$ cat config.mk
export PLATFORM = sky130hd
export DESIGN_NAME = regfile_dump_flat
export DESIGN_NICKNAME = d
export VERILOG_FILES = /design/src/rtl/regdump_pkg.sv /design/src/rtl/regfile_dump_if.sv /design/src/rtl/regdump_outreg.sv /design/src/rtl/regfile_dump.sv /design/src/flat_wrapper.sv
export SDC_FILE = /design/constraint.sdc
export NUM_CORES = 1
export LEC_CHECK = 0
export BUFFER_PORTS_ARGS = -buffer_cell sky130_fd_sc_hd__buf_2
export CAP_MARGIN = 10
export CORE_UTILIZATION = 30
export CTS_CLUSTER_SIZE = 16
export DETAILED_ROUTE_END_ITERATION = 12
export GPL_TIMING_DRIVEN = 0
export SLEW_MARGIN = 0
export SYNTH_ARGS = -nofsm -noshare
export SYNTH_HDL_FRONTEND = slang
export SYNTH_SLANG_ARGS = --single-unit
$ cat constraint.sdc
create_clock -name clk -period 2.5 [get_ports clk]
set_clock_uncertainty 0.15 [all_clocks]
set_input_delay 0 -clock clk [delete_from_list [all_inputs] [get_ports clk]]
set_output_delay 0 -clock clk [all_outputs]
set_load 0.01 [all_outputs]
$ cat src/rtl/regdump_pkg.sv
// Shared types and default sizes for the register-file dump streamer.
// Defining REGDUMP_CHECKSUM_EN adds the CSUM state and the trailing checksum beat.
package regdump_pkg;

    localparam int WIDTH_DEF = 32;
    localparam int DEPTH_DEF = 32;
    localparam int AW_DEF    = $clog2(DEPTH_DEF);

    typedef enum logic [2:0] {
        ST_IDLE  = 3'd0,
        ST_SCAN  = 3'd1,
`ifdef REGDUMP_CHECKSUM_EN
        ST_CSUM  = 3'd2,
`endif
        ST_FLUSH = 3'd3,
        ST_DONE  = 3'd4
    } dump_state_e;

    typedef struct packed {
        logic                 csum;
        logic                 last;
        logic [AW_DEF-1:0]    addr;
        logic [WIDTH_DEF-1:0] data;
    } beat_t;

    function automatic int beat_bits(input int aw, input int width);
        return aw + width + 2;
    endfunction

endpackage

$ cat src/rtl/regfile_dump_if.sv
// Valid/ready beat stream carrying {csum, last, addr, data} out of the dump agent.
interface regfile_dump_if
    import regdump_pkg::*;
#(
    parameter int WIDTH = WIDTH_DEF,
    parameter int AW    = AW_DEF
);
    logic             out_valid;
    logic             out_ready;
    logic [AW-1:0]    out_addr;
    logic [WIDTH-1:0] out_data;
    logic             out_last;
    logic             out_csum;

    modport master (
        output out_valid,
        output out_addr,
        output out_data,
        output out_last,
        output out_csum,
        input  out_ready
    );

    modport slave (
        input  out_valid,
        input  out_addr,
        input  out_data,
        input  out_last,
        input  out_csum,
        output out_ready
    );
endinterface

$ cat src/rtl/regdump_outreg.sv
// Single-entry valid/ready output register; a load is taken only when the
// entry is empty or draining, so the payload never changes under back-pressure.
module regdump_outreg #(
    parameter int DW = 8
) (
    input  logic          clk,
    input  logic          rst_n,
    input  logic          load_i,
    input  logic [DW-1:0] data_i,
    input  logic          ready_i,
    output logic          valid_o,
    output logic [DW-1:0] data_o
);
    logic          valid_q, valid_d;
    logic [DW-1:0] data_q, data_d;
    logic          free_s;

    assign free_s = !valid_q || ready_i;

    // Next-state: accept a new beat, drain on transfer, otherwise hold.
    always_comb begin
        valid_d = valid_q;
        data_d  = data_q;
        if (load_i && free_s) begin
            valid_d = 1'b1;
            data_d  = data_i;
        end else if (ready_i) begin
            valid_d = 1'b0;
        end else begin
            valid_d = valid_q;
        end
    end

    // Entry storage.
    always_ff @(posedge clk or negedge rst_n) begin
        if (!rst_n) begin
            valid_q <= 1'b0;
            data_q  <= '0;
        end else begin
            valid_q <= valid_d;
            data_q  <= data_d;
        end
    end

    assign valid_o = valid_q;
    assign data_o  = data_q;
endmodule

$ cat src/rtl/regfile_dump.sv
// Walks every register through one regfile read port and streams {addr, data} beats.
// Optional REGDUMP_CHECKSUM_EN appends an XOR checksum beat after the last register.
module regfile_dump
    import regdump_pkg::*;
#(
    parameter int WIDTH = WIDTH_DEF,
    parameter int DEPTH = DEPTH_DEF,
    localparam int AW   = $clog2(DEPTH)
) (
    input  logic             clk,
    input  logic             rst,
    input  logic             start,
    output logic             busy,
    output logic             done,
    output logic [AW-1:0]    rd_addr,
    input  logic [WIDTH-1:0] rd_data,
    regfile_dump_if.master   strm
);
    localparam logic [AW-1:0] LAST_ADDR = AW'(DEPTH - 1);

    // Same layout as regdump_pkg::beat_t, sized by this instance.
    typedef struct packed {
        logic             csum;
        logic             last;
        logic [AW-1:0]    addr;
        logic [WIDTH-1:0] data;
    } beat_w_t;

    localparam int BW = beat_bits(AW, WIDTH);

    dump_state_e   state_q, state_d;
    logic [AW-1:0] cnt_q, cnt_d;
    logic [AW-1:0] rd_addr_q, rd_addr_d;
    logic          busy_q, done_q;
    logic          load_s, free_s, ovalid_s;
    beat_w_t       beat_s, obeat_s;

`ifdef REGDUMP_CHECKSUM_EN
    logic [WIDTH-1:0] csum_q, csum_d;

    function automatic logic [WIDTH-1:0] csum_fold(input logic [WIDTH-1:0] acc,
                                                   input logic [WIDTH-1:0] word);
        return acc ^ word;
    endfunction
`endif

    assign free_s = !ovalid_s || strm.out_ready;

    // FSM next state, counter/checksum update and beat formation.
    always_comb begin
        state_d = state_q;
        cnt_d   = cnt_q;
        load_s  = 1'b0;
        beat_s  = '0;
`ifdef REGDUMP_CHECKSUM_EN
        csum_d  = csum_q;
`endif
        case (state_q)
            ST_IDLE: begin
                if (start) begin
                    cnt_d   = '0;
`ifdef REGDUMP_CHECKSUM_EN
                    csum_d  = '0;
`endif
                    state_d = ST_SCAN;
                end else begin
                    state_d = ST_IDLE;
                end
            end
            ST_SCAN: begin
                if (free_s) begin
                    load_s      = 1'b1;
                    beat_s.addr = cnt_q;
                    beat_s.data = rd_data;
`ifdef REGDUMP_CHECKSUM_EN
                    beat_s.last = 1'b0;
                    csum_d      = csum_fold(csum_q, rd_data);
`else
                    beat_s.last = (cnt_q == LAST_ADDR);
`endif
                    if (cnt_q == LAST_ADDR) begin
                        cnt_d = '0;
`ifdef REGDUMP_CHECKSUM_EN
                        state_d = ST_CSUM;
`else
                        state_d = ST_FLUSH;
`endif
                    end else begin
                        cnt_d = cnt_q + AW'(1);
                    end
                end else begin
                    state_d = ST_SCAN;
                end
            end
`ifdef REGDUMP_CHECKSUM_EN
            ST_CSUM: begin
                if (free_s) begin
                    load_s      = 1'b1;
                    beat_s.csum = 1'b1;
                    beat_s.last = 1'b1;
                    beat_s.addr = '0;
                    beat_s.data = csum_q;
                    state_d     = ST_FLUSH;
                end else begin
                    state_d = ST_CSUM;
                end
            end
`endif
            ST_FLUSH: begin
                if (ovalid_s && strm.out_ready) begin
                    state_d = ST_DONE;
                end else begin
                    state_d = ST_FLUSH;
                end
            end
            ST_DONE: begin
                state_d = ST_IDLE;
            end
            default: begin
                state_d = ST_IDLE;
            end
        endcase
        // The read address is registered; it follows the counter only while scanning.
        rd_addr_d = (state_d == ST_SCAN) ? cnt_d : '0;
    end

    // State, counter and registered status outputs.
    always_ff @(posedge clk or negedge rst) begin
        if (!rst) begin
            state_q   <= ST_IDLE;
            cnt_q     <= '0;
            rd_addr_q <= '0;
            busy_q    <= 1'b0;
            done_q    <= 1'b0;
        end else begin
            state_q   <= state_d;
            cnt_q     <= cnt_d;
            rd_addr_q <= rd_addr_d;
            busy_q    <= (state_d != ST_IDLE);
            done_q    <= (state_d == ST_DONE);
        end
    end

`ifdef REGDUMP_CHECKSUM_EN
    // Running XOR of every captured data word.
    always_ff @(posedge clk or negedge rst) begin
        if (!rst) begin
            csum_q <= '0;
        end else begin
            csum_q <= csum_d;
        end
    end
`endif

    regdump_outreg #(.DW(BW)) u_outreg (
        .clk     (clk),
        .rst_n   (rst),
        .load_i  (load_s),
        .data_i  (beat_s),
        .ready_i (strm.out_ready),
        .valid_o (ovalid_s),
        .data_o  (obeat_s)
    );

    assign strm.out_valid = ovalid_s;
    assign strm.out_addr  = obeat_s.addr;
    assign strm.out_data  = obeat_s.data;
    assign strm.out_last  = obeat_s.last;
    assign strm.out_csum  = obeat_s.csum;

    assign busy    = busy_q;
    assign done    = done_q;
    assign rd_addr = rd_addr_q;
endmodule
$ cat src/flat_wrapper.sv
// flat-port wrapper written by rule: the top's interface ports become plain ports
module regfile_dump_flat import regdump_pkg::*;
#(
    parameter int WIDTH = WIDTH_DEF,
    parameter int DEPTH = DEPTH_DEF,
    localparam int AW   = $clog2(DEPTH)
)
  (clk, rst, start, busy, done, rd_addr, rd_data, strm_out_valid, strm_out_addr, strm_out_data, strm_out_last, strm_out_csum, strm_out_ready);
  regfile_dump_if #(.WIDTH(WIDTH)) strm_i ();
  input  logic clk;
  input  logic rst;
  input  logic start;
  output logic busy;
  output logic done;
  output logic [AW-1:0] rd_addr;
  input  logic [WIDTH-1:0] rd_data;
  output wire logic [$bits(strm_i.out_valid)-1:0] strm_out_valid;
  output wire logic [$bits(strm_i.out_addr)-1:0] strm_out_addr;
  output wire logic [$bits(strm_i.out_data)-1:0] strm_out_data;
  output wire logic [$bits(strm_i.out_last)-1:0] strm_out_last;
  output wire logic [$bits(strm_i.out_csum)-1:0] strm_out_csum;
  input wire logic [$bits(strm_i.out_ready)-1:0] strm_out_ready;
  assign strm_out_valid = strm_i.out_valid;
  assign strm_out_addr = strm_i.out_addr;
  assign strm_out_data = strm_i.out_data;
  assign strm_out_last = strm_i.out_last;
  assign strm_out_csum = strm_i.out_csum;
  assign strm_i.out_ready = strm_out_ready;
  regfile_dump #(.WIDTH(WIDTH), .DEPTH(DEPTH)) u_core (.clk(clk), .rst(rst), .start(start), .busy(busy), .done(done), .rd_addr(rd_addr), .rd_data(rd_data), .strm(strm_i));
endmodule
After elaboration in Yosys (flattened, before gate mapping). Index checks and enable logic that the tools add are counted.

Add/sub/neg operators: 1. Equal/unequal tests: 5. Muxes and demuxes: 16. Reductions and logical operators: 7.

Operators with widths (count): $mux W38 (2); $mux W5 (4); $pmux W5 S2 (1); $mux W3 (3); $pmux W3 S3 (1); $eq A3 B1 Y1 const B (2); $add A5 B1 Y5 const B (1); $eq A5 B5 Y1 const B (1); $mux W1 (5); $eq A3 B2 Y1 const B (1); $eq A3 B3 Y1 const B (1); $logic_not A3 Y1 (1); $reduce_bool A3 Y1 (1); $logic_and A1 B1 Y1 (2); $reduce_bool A2 Y1 (1); $logic_not A1 Y1 (1); $logic_or A1 B1 Y1 (1).

Bits in registers: 54. Output and inout port bits: 47.

Logic depth before layout (Yosys ltp). Gate-level depths: netlist of run 1.

Depth in word-level cells: 6. Mapped depth: 8. Depth with buffers taken out: 7.

Modules after synthesis. A second synthesis of run 1 with hierarchy kept.

Cell total of the unflattened synthesis: 192. Area, all modules: 2517.4 um2.

Modules (own cells, without submodules): regdump_outreg (times used 1, cells each 86, area each 1540.2 um2, seq. area each 1001.0 um2); regfile_dump (times used 1, cells each 106, area each 977.2 um2, seq. area each 375.4 um2).

Worst setup path before layout of run 1. Ideal clock, no wire load.

Path kind: reg2reg. Start: reg u_core.cnt_q[0]. End: reg u_core.cnt_q[3]. Setup time: 0.082 ns. Arrival time: 1.541 ns. Data required time: 2.268 ns. Setup slack: 0.728 ns. Cell stages (with the launch flop): 7. Path buffers: 0. Period minus slack after synthesis: 1.772 ns. Cells stage by stage: dfrtp_1 -> ha_1 -> and3_1 -> ha_1 -> a21o_4 -> o21ba_1 -> a31oi_1.

Cells in the longest elaborated chain, start to end: 4. Elaborated cells between the ends (all ways): 5.

Ends and longest elaborated chain: from (decl) (line regfile_dump.sv:32) `logic [AW-1:0] cnt_q, cnt_d;`; from (signal assigned) (line regfile_dump.sv:137) `cnt_q <= cnt_d;`; $add A5 B1 Y5 / $eq A5 B5 Y1 (equally long branches) (line regfile_dump.sv:89, regfile_dump.sv:81); $mux W5 * (line regfile_dump.sv:81) `if (cnt_q == LAST_ADDR) begin`; $mux W5 * (line regfile_dump.sv:71) `if (free_s) begin`; $pmux W5 S2 * (line regfile_dump.sv:58) `case (state_q)`; named net u_core.cnt_d[3] (line regfile_dump.sv:32).

Mark *: on every way through the listed nets, which the timed path passes. The rest lies on a longest branch. A chain may end at the register's enable or synchronous reset.

Worst setup path in the final report of run 1. Ends and elaborated chain as after synthesis.

==> results.toml, run 1 <==
[cts]
h-tree-depth = 2
cts.sinks = 54
path_clk_slew_ns = 0.10
clock_path_buffers = 2
ctsResizeCount = 0
numCtsBuffers = 5
clock_latency_ns = 0.31
cts_tree = "done"
clockRootBuffer = "clkbuf_8"

[detailed_routing]
drt-wirelength-per-cell_um = 11.5
wl_mm = 5.20
drc_errors = 0
viasPerCell = 4.20
ant_nets = 0
vias = 1897
drt_iter0_drc = 97
dr.pass1.iters = 4

[sta]
clock.fmax_ghz = 0.513
fin_crit_ns = 1.95
drv_slew = 0
setup_violations = 0
hold_ws_ns = 0.0330
worst_slack_ns = 0.549
hold_violations = 0
fin_tns_setup_ns = 0
period_share_pct = 78.0
rsz0062_at_grt = "no"

[run]
cap_violations = 0

[power]
seqPwrFrac_pct = 43.9
p_int_mw = 1.96
p_per_area_mw_per_mm2 = 901
power.total_mw = 2.92
power_frac_comb_pct = 32.4
leakagePower_nw = 1.77
p_sw_share_pct = 32.9
vdd_drop_max_mv = 0.335
p_sw_mw = 0.963
clockPowerShare_pct = 23.7

[yosys]
yosysTopAreaCellShare_pct = 61.2
yosys.area.top_type = "dfrtp_1"
synthesis.area_mm2 = 0.00221
yosys_warnings = 0
synth_edf_count = 0
ys_ff_latch = 54
synthTopCellsByArea = "dfrtp_1 61%, nand2_1 21%, buf_6 3.6%"
syn_area_per_cell_um2 = 9.57
synth_fp_nets = 269
ys_types = 29
yosys_most_used_dff = "dfrtp_1"
synthArstFlopShare_pct = 100
syn_inst = 231
ys_seq_area_share_pct = 61.2

[final_layout]
antennaDiodeCount = 0
fill_cells = 685
drive_above_1_share_pct = 29.5
syn2layout_area_growth_pct = 46.8
stdcell_area_mm2 = 0.00324
final_nets = 393

[floorplanning]
core_mm2 = 0.00694
rows = 30
ioPinCount = 83
die_x_um = 87.8
die_h_um = 87.8
die_area_mm2 = 0.00771
initial_core_util_pct = 31.8

[global_route]
antenna_found_initial = 0
grtUsageTotal_pct = 13.6
grt_max_degree = 55
grt_pass1_wl_mm = 8.05
grt_pass1_vias = 1749
grt_overflow = 0

[worst_setup_path]
cp.required_ns = 2.59
crit_fanout = 6
endpoint_kind = "flip-flop"
cp.arrival_ns = 2.04
crit_type = "reg2reg"
start_kind = "flip-flop"

[placement]
placed_cell_area_mm2 = 0.00274
io_buffers = 81
dpl_worst_slack_ns = 0.580
gp_congestion = 0.709
place_hpwl_mm = 3.26

[outcome]
status = "finished, final reports clean"

[hold_path]
hp-class = "in2async"
## synthesized netlist by cell type (2+ instances only)
cell type / number
nand2_1: 121
dfrtp_1: 54
nor2_1: 11
buf_6: 7
buf_2: 4
a21oi_1: 3
a31oi_1: 3
nand2b_1: 3
and3_1: 2
ha_1: 2
xnor2_1: 2
xor2_1: 2
## final timing paths
path | from | to | slack [ns] | depth (start not counted)
worst max-delay path | u_core.cnt_q[0] | u_core.cnt_q[3] | 0.55 | 6
worst min-delay path | rst | u_core.u_outreg.data_o[5] | 0.03 | 2
worst max register to register | u_core.cnt_q[0] | u_core.cnt_q[3] | 0.55 | 6
worst min register to register | u_core.u_outreg.data_o[19] | u_core.u_outreg.data_o[19] | 0.32 | 2
max in group asynchronous | rst | u_core.u_outreg.data_o[37] | 1.62 | 3
min in group clk | rd_data[28] | u_core.u_outreg.data_o[28] | 0.26 | 4
## layout make-up
type	instances	area, um2	area share, %
timing repair buffer	117	776	23.9
buffer	12	106	3.28
multi-input combinational	165	752	23.2
tap	96	120	3.70
clock buffer	5	68.8	2.12
clock inverter	3	68.8	2.12
sequential	54	1350	41.7
## through the flow
step | instances | utilization [%]
2_1_floorplan | 231 | -
3_3_place_gp | 408 | 39.4
3_5_place_dp | 408 | 39.4
4_1_cts | 451 | 46.4
5_1_grt | 452 | 46.7
6_report | 452 | 46.7
## placed cells by master, fill, tap and decap left out, types with 3 or more instances in the layout
| cell type | n |
|---|---|
| a21oi_1 | 3 |
| a31oi_1 | 3 |
| buf_2 | 85 |
| buf_6 | 7 |
| clkbuf_8 | 5 |
| dfrtp_1 | 54 |
| dlygate4sd3_1 | 35 |
| nand2_1 | 121 |
| nand2b_1 | 3 |
| nor2_1 | 11 |
## power by group through the flow
stage,combinational [mW],clock [mW],sequential [mW]
global route,1.07,0.747,1.32
floorplan,0.442,0,1.39
detailed placement,0.908,0,1.30
finish,0.946,0.694,1.28
CTS,0.953,0.718,1.28
global placement,0.896,0,1.29
## kinds of logic (layout without fill, tap and decap cells)
kind of cell | Yosys count | count (layout) | synth area share, %
AND/OR/NAND/NOR | 144 | 144 | 26.4
adder cells (fa/ha/maj) | 2 | 2 | 1.13
flip-flops | 54 | 54 | 61.2
buffers and inverters | 12 | 137 | 4.81
other | 1 | 1 | 0.170
AO/OA/AOI/OAI | 14 | 14 | 4.76
XOR/XNOR | 4 | 4 | 1.59
## repair_timing
action,in CTS,in global routing
hold buffers,35,0
hold endpoints to repair,91,0
buffers inserted,0,0
## sequential cells by signal, summed over array words and instances (netlist names)
signal and count:
u_core.done 1, u_core.state_q 3, u_core.u_outreg.valid_o 1, u_core.cnt_q 5, u_core.u_outreg.data_o 38, u_core.rd_addr 5
u_core.busy 1
## critical path, cell delays in order (launching register included)
cell     delay, ns
dfrtp_1       0.46
ha_1          0.26
and3_1        0.20
ha_1          0.26
a21o_4        0.25
o21ba_1       0.18
a31oi_1       0.12
## routing by layer
layer | GRT usage [%] | part of all wire [%] | up-vias
met5 | 0 | 0 | -
met4 | 3.13 | 0.88 | 0
met3 | 4.05 | 5.9 | 5
met2 | 23.4 | 46 | 63
met1 | 16.8 | 47 | 858
li1 | - | - | 971
Power figures use the tool's default switching activity.
==> inputs of run 2 (changes only) <==
ABC_AREA = 1   (was not set)
clock period = 1.6 ns   (was 2.5 ns; I/O delays follow)
==> run 2 against run 1 <==
  * Combinational power is 97% higher
  * Largest cell class unchanged
  * Die area is 0.89% higher
  * Fmax increased by 24%
  * Highest routed layer unchanged
==> results.toml, run 2 <==
[outcome]
status = "finished, final reports clean"

[sta]
setup_violations = 0
clock.fmax_ghz = 0.638
drv_slew = 0
hold_violations = 0
hold_ws_ns = 0.0591
rsz0062_at_grt = "yes"
fin_crit_ns = 1.57
worst_slack_ns = 0.0329
period_share_pct = 97.9

[final_layout]
largest_reg_flops = 38
antennaDiodeCount = 0
layout_common_cells = "128 x nand2_1, 81 x buf_2, 54 x dfrtp_1, 35 x dlygate4sd3_1"
final_nets = 411
fill_cells = 712
drive_above_1_share_pct = 32.4
syn2layout_area_growth_pct = 47.1
layout_commonest_cell = "nand2_1"

[floorplanning]
core_mm2 = 0.00721
die_h_um = 88.2
die_x_um = 88.2
initial_core_util_pct = 30.9
ioPinCount = 83
die_area_mm2 = 0.00778
rows = 31

[power]
leakagePower_nw = 1.82
power.total_mw = 4.62
p_per_area_mw_per_mm2 = 1410
vdd_drop_max_mv = 0.547

[worst_setup_path]
start_kind = "flip-flop"
cp.arrival_ns = 1.65
endpoint_kind = "flip-flop"
crit_fanout = 3
cp.required_ns = 1.68
crit_type = "reg2reg"

[global_route]
antenna_found_initial = 0
grt_overflow = 0
grt_pass1_vias = 1775
grtUsageTotal_pct = 13.5
grt_pass1_wl_mm = 8.05
grt_max_degree = 55

[detailed_routing]
drc_errors = 0
dr.pass1.iters = 4
wl_mm = 5.26
drt_iter0_drc = 40
vias = 1946
ant_nets = 0
drt-wirelength-per-cell_um = 11.2
viasPerCell = 4.12

[yosys]
synthTopCellsByArea = "dfrtp_1 61%, nand2_1 22%, buf_6 3.0%"
ys_types = 21
yosys-top-cells-count = "128 x nand2_1, 54 x dfrtp_1, 11 x inv_1"
ys_ff_latch = 54
yosysMostFrequentCell = "nand2_1"
synth_edf_count = 0
synth_fp_nets = 282
ys_seq_area_share_pct = 60.6
yosys.area.top_type = "dfrtp_1"
synthesis.area_mm2 = 0.00223
yosys_warnings = 0
syn_inst = 244
yosysTopAreaCellShare_pct = 60.6
yosys_most_used_dff = "dfrtp_1"
syn_area_per_cell_um2 = 9.14
synthArstFlopShare_pct = 100

[placement]
io_buffers = 81
place_hpwl_mm = 3.44
dpl_worst_slack_ns = -0.174
gp_congestion = 0.797

[cts]
path_clk_slew_ns = 0.09
numCtsBuffers = 5
clock_latency_ns = 0.30
cts_tree = "done"
cts.sinks = 54
h-tree-depth = 2
clock_path_buffers = 2
clockRootBuffer = "clkbuf_8"

[hold_path]
hp-class = "in2async"

[run]
cap_violations = 0
run 2: cell families (layout without fill, tap and decap cells):
kind of cell / after synthesis / after routing / share of synthesized area, %
AOI/OAI and AO/OA: 8 / 8 / 2.24
adders and majority gates: 2 / 2 / 1.12
buffers and inverters: 23 / 152 / 6.68
DFF: 54 / 54 / 60.6
other: 1 / 1 / 0.168
and+or+nand+nor: 156 / 156 / 29.2
run 2: layer usage:
metal	up-vias	GRT usage [%]	wire (um)
li1	998	-	-
met1	890	16.1	2390
met2	51	23.9	2580
met3	7	3.54	222
met4	0	4.25	71
met5	-	0	0
run 2: worst max-delay path, cell delays in order (launching register included):
cell	delay (ns)
dfrtp_1	0.40
ha_2	0.20
inv_2	0.07
nor3_4	0.04
ha_2	0.19
nand2_1	0.08
nand3_2	0.09
buf_4	0.16
o21bai_1	0.12
run 2: metrics by stage:
stage / cell area [um2] / cells / TNS, ns / util (%)
floorplan: 2230 / 244 / 0 / -
global placement: 2760 / 424 / -0.766 / 38.2
detailed placement: 2760 / 424 / -0.900 / 38.2
CTS: 3230 / 469 / 0 / 44.7
global route: 3280 / 472 / -0.0650 / 45.5
finish: 3280 / 472 / 0 / 45.5
run 2: area by class of cell:
| cell class | count | area [um2] | share of cell area [%] |
|---|---|---|---|
| sequential | 54 | 1350 | 41.2 |
| timing repair buffer | 122 | 813 | 24.8 |
| multi-input combinational | 167 | 762 | 23.2 |
| tap | 99 | 124 | 3.78 |
| buffer | 9 | 96.3 | 2.94 |
| clock buffer | 6 | 72.6 | 2.21 |
| inverter | 14 | 52.6 | 1.60 |
| clock inverter | 1 | 7.51 | 0.229 |
run 2: final timing paths:
check,from,endpoint,slack (ns),cells after the start
max,u_core.cnt_q[1],u_core.cnt_q[2],0.03,8
min,rst,u_core.u_outreg.data_o[13],0.06,2
max reg2reg,u_core.cnt_q[1],u_core.cnt_q[2],0.03,8
min reg2reg,u_core.u_outreg.data_o[37],u_core.u_outreg.data_o[37],0.32,2
max in group asynchronous,rst,u_core.u_outreg.data_o[23],0.69,3
min in group clk,rd_data[15],u_core.u_outreg.data_o[15],0.28,4
run 2: report_power, final:
| part | internal, mW | switching (mW) | leakage, nW |
|---|---|---|---|
| registers | 1.81 | 0.231 | 0.652 |
| logic | 0.810 | 1.05 | 1.13 |
| clock network | 0.301 | 0.417 | 0.0373 |
| total | 2.92 | 1.70 | 1.82 |
run 2: what timing repair did:
action	in CTS	in global routing
buffers inserted	3	2
gates resized for setup	6	6
endpoints found under the setup margin	10	6
hold endpoints to repair	94	0
hold buffers	35	0
pin swaps	2	3
==> inputs of run 3 (changes only) <==
clock period = 1.7 ns   (was 1.6 ns; I/O delays follow)
==> run 3 against run 2 <==
  * Setup slack better by 0.074 ns
  * Flip-flop and latch count stayed put
  * Critical path depth is 1 higher
  * Non-clock buffer count is 2 lower
  * Via count is 1.0% lower
  * Clock power is 6.0% lower
  * Sequential share of layout area is 0.45 points higher
  * Critical path type unchanged
  * Largest cell class unchanged
==> results.toml, run 3 (synthesis gave the netlist of run 2 again) <==
[worst_setup_path]
crit_path_top_delay_cell = "dfrtp_1"
cp.arrival_ns = 1.69
path_delay_family = "adder cells"
cp.required_ns = 1.80
path_cells = "ha_1, inv_1, nor3_2, ha_2, nand2_1, nand3_2, nor2_1, nand2_1, inv_1"
crit_fanout = 4
crit_buf_inv = 2
max_stage_delay_ns = 0.41
crit_type = "reg2reg"
endpoint_kind = "flip-flop"
start_kind = "flip-flop"

[cts]
path_clk_slew_ns = 0.09
clock_path_buffers = 2
cts.sinks = 54
cts_tree = "done"
h-tree-depth = 2
clockRootBuffer = "clkbuf_8"
numCtsBuffers = 5
clock_latency_ns = 0.30

[global_route]
antenna_found_initial = 0
grt_max_degree = 55
grt_pass1_vias = 1769
grtUsageTotal_pct = 13.4
grt_pass1_wl_mm = 7.96
grt_overflow = 0

[sta]
fin_tns_setup_ns = 0
setup_violations = 0
period_share_pct = 93.7
fin_crit_ns = 1.59
clock.fmax_ghz = 0.628
worst_slack_ns = 0.107
drv_slew = 0
hold_violations = 0
hold_ws_ns = 0.0408

[final_layout]
post-route-util_pct = 45.0
syn2layout_area_growth_pct = 45.5
drive_above_1_share_pct = 30.5
largest_reg_flops = 38
stdcell_area_mm2 = 0.00324
final_nets = 409
final_cell_count_no_fill = 470
layout_commonest_cell = "nand2_1"
layout_common_cells = "128 x nand2_1, 81 x buf_2, 54 x dfrtp_1, 35 x dlygate4sd3_1, 11 x inv_1"
antennaDiodeCount = 0

[detailed_routing]
drc_errors = 0
ant_nets = 0
drt_iter0_drc = 44
dr.pass1.iters = 4
wl_mm = 5.18
drt-wirelength-per-cell_um = 11.0
vias = 1926
viasPerCell = 4.10

[floorplanning]
die_h_um = 88.2
rows = 31
initial_core_util_pct = 30.9
core_mm2 = 0.00721
die_x_um = 88.2
ioPinCount = 83
die_area_mm2 = 0.00778

[power]
power.total_mw = 4.27
p_per_area_mw_per_mm2 = 1310
vdd_drop_max_mv = 0.508
p_sw_share_pct = 36.5
p_sw_mw = 1.56
leakagePower_nw = 1.81
p_int_mw = 2.71
clockPowerShare_pct = 15.8
power_frac_comb_pct = 39.1
seqPwrFrac_pct = 45.1

[placement]
placed_cells = 424
gp_congestion = 0.797
placed_cell_area_mm2 = 0.00276
io_buffers = 81
dpl_worst_slack_ns = -0.0736
place_hpwl_mm = 3.44

[hold_path]
hp-class = "in2async"

[run]
cap_violations = 0

[outcome]
status = "finished, final reports clean"
## run 3: worst reg2reg max path, delay by kind of cell (launching register included)
| kind | cells | cell delay [ns] |
|---|---|---|
| adders and majority gates | 2 | 0.43 |
| DFF | 1 | 0.41 |
| and+or+nand+nor | 5 | 0.40 |
| buffers and inverters | 2 | 0.15 |
## run 3: layout make-up
class	instances	area, um2
fillers	717	3970
flip-flops and latches	54	1350
repair buffers	120	798
multi-input cells	167	742
well taps	99	124
plain buffers	9	96.3
clock buffers	6	72.6
inverters	14	52.6
clock inverters	1	7.51
## run 3: path summary, 6_finish.rpt
kind | endpoint | depth (start not counted) | from | slack (ns)
setup / recovery | u_core.rd_addr[0] | 9 | u_core.cnt_q[0] | 0.11
hold / removal | u_core.u_outreg.data_o[2] | 2 | rst | 0.04
setup reg to reg | u_core.rd_addr[0] | 9 | u_core.cnt_q[0] | 0.11
hold reg to reg | u_core.u_outreg.data_o[37] | 2 | u_core.u_outreg.data_o[37] | 0.32
max in group asynchronous | u_core.u_outreg.data_o[23] | 3 | rst | 0.82
min in group clk | u_core.u_outreg.data_o[15] | 4 | rd_data[15] | 0.28
## run 3: power by group through the flow
stage	combinational [mW]	sequential, mW	clock [mW]
after floorplan	0.757	2.13	0
after global placement	1.54	1.95	0
after detailed placement	1.56	1.97	0
after CTS	1.68	1.92	0.717
after global routing	1.90	1.97	0.765
final	1.67	1.92	0.675
## run 3: repair_timing
item | CTS | global route
buffers inserted | 2 | 1
endpoints found under the setup margin | 5 | 7
endpoints found under the hold margin | 94 | 0
pin swaps | 0 | 1
hold buffers | 35 | 0
cloned | 0 | 0
resized for setup | 0 | 3
## run 3: per-layer routing
layer | routed length, um | track usage, %
met4 | 52 | 3.96
met3 | 222 | 3.45
met2 | 2540 | 24.1
met1 | 2370 | 15.8
met5 | 0 | 0
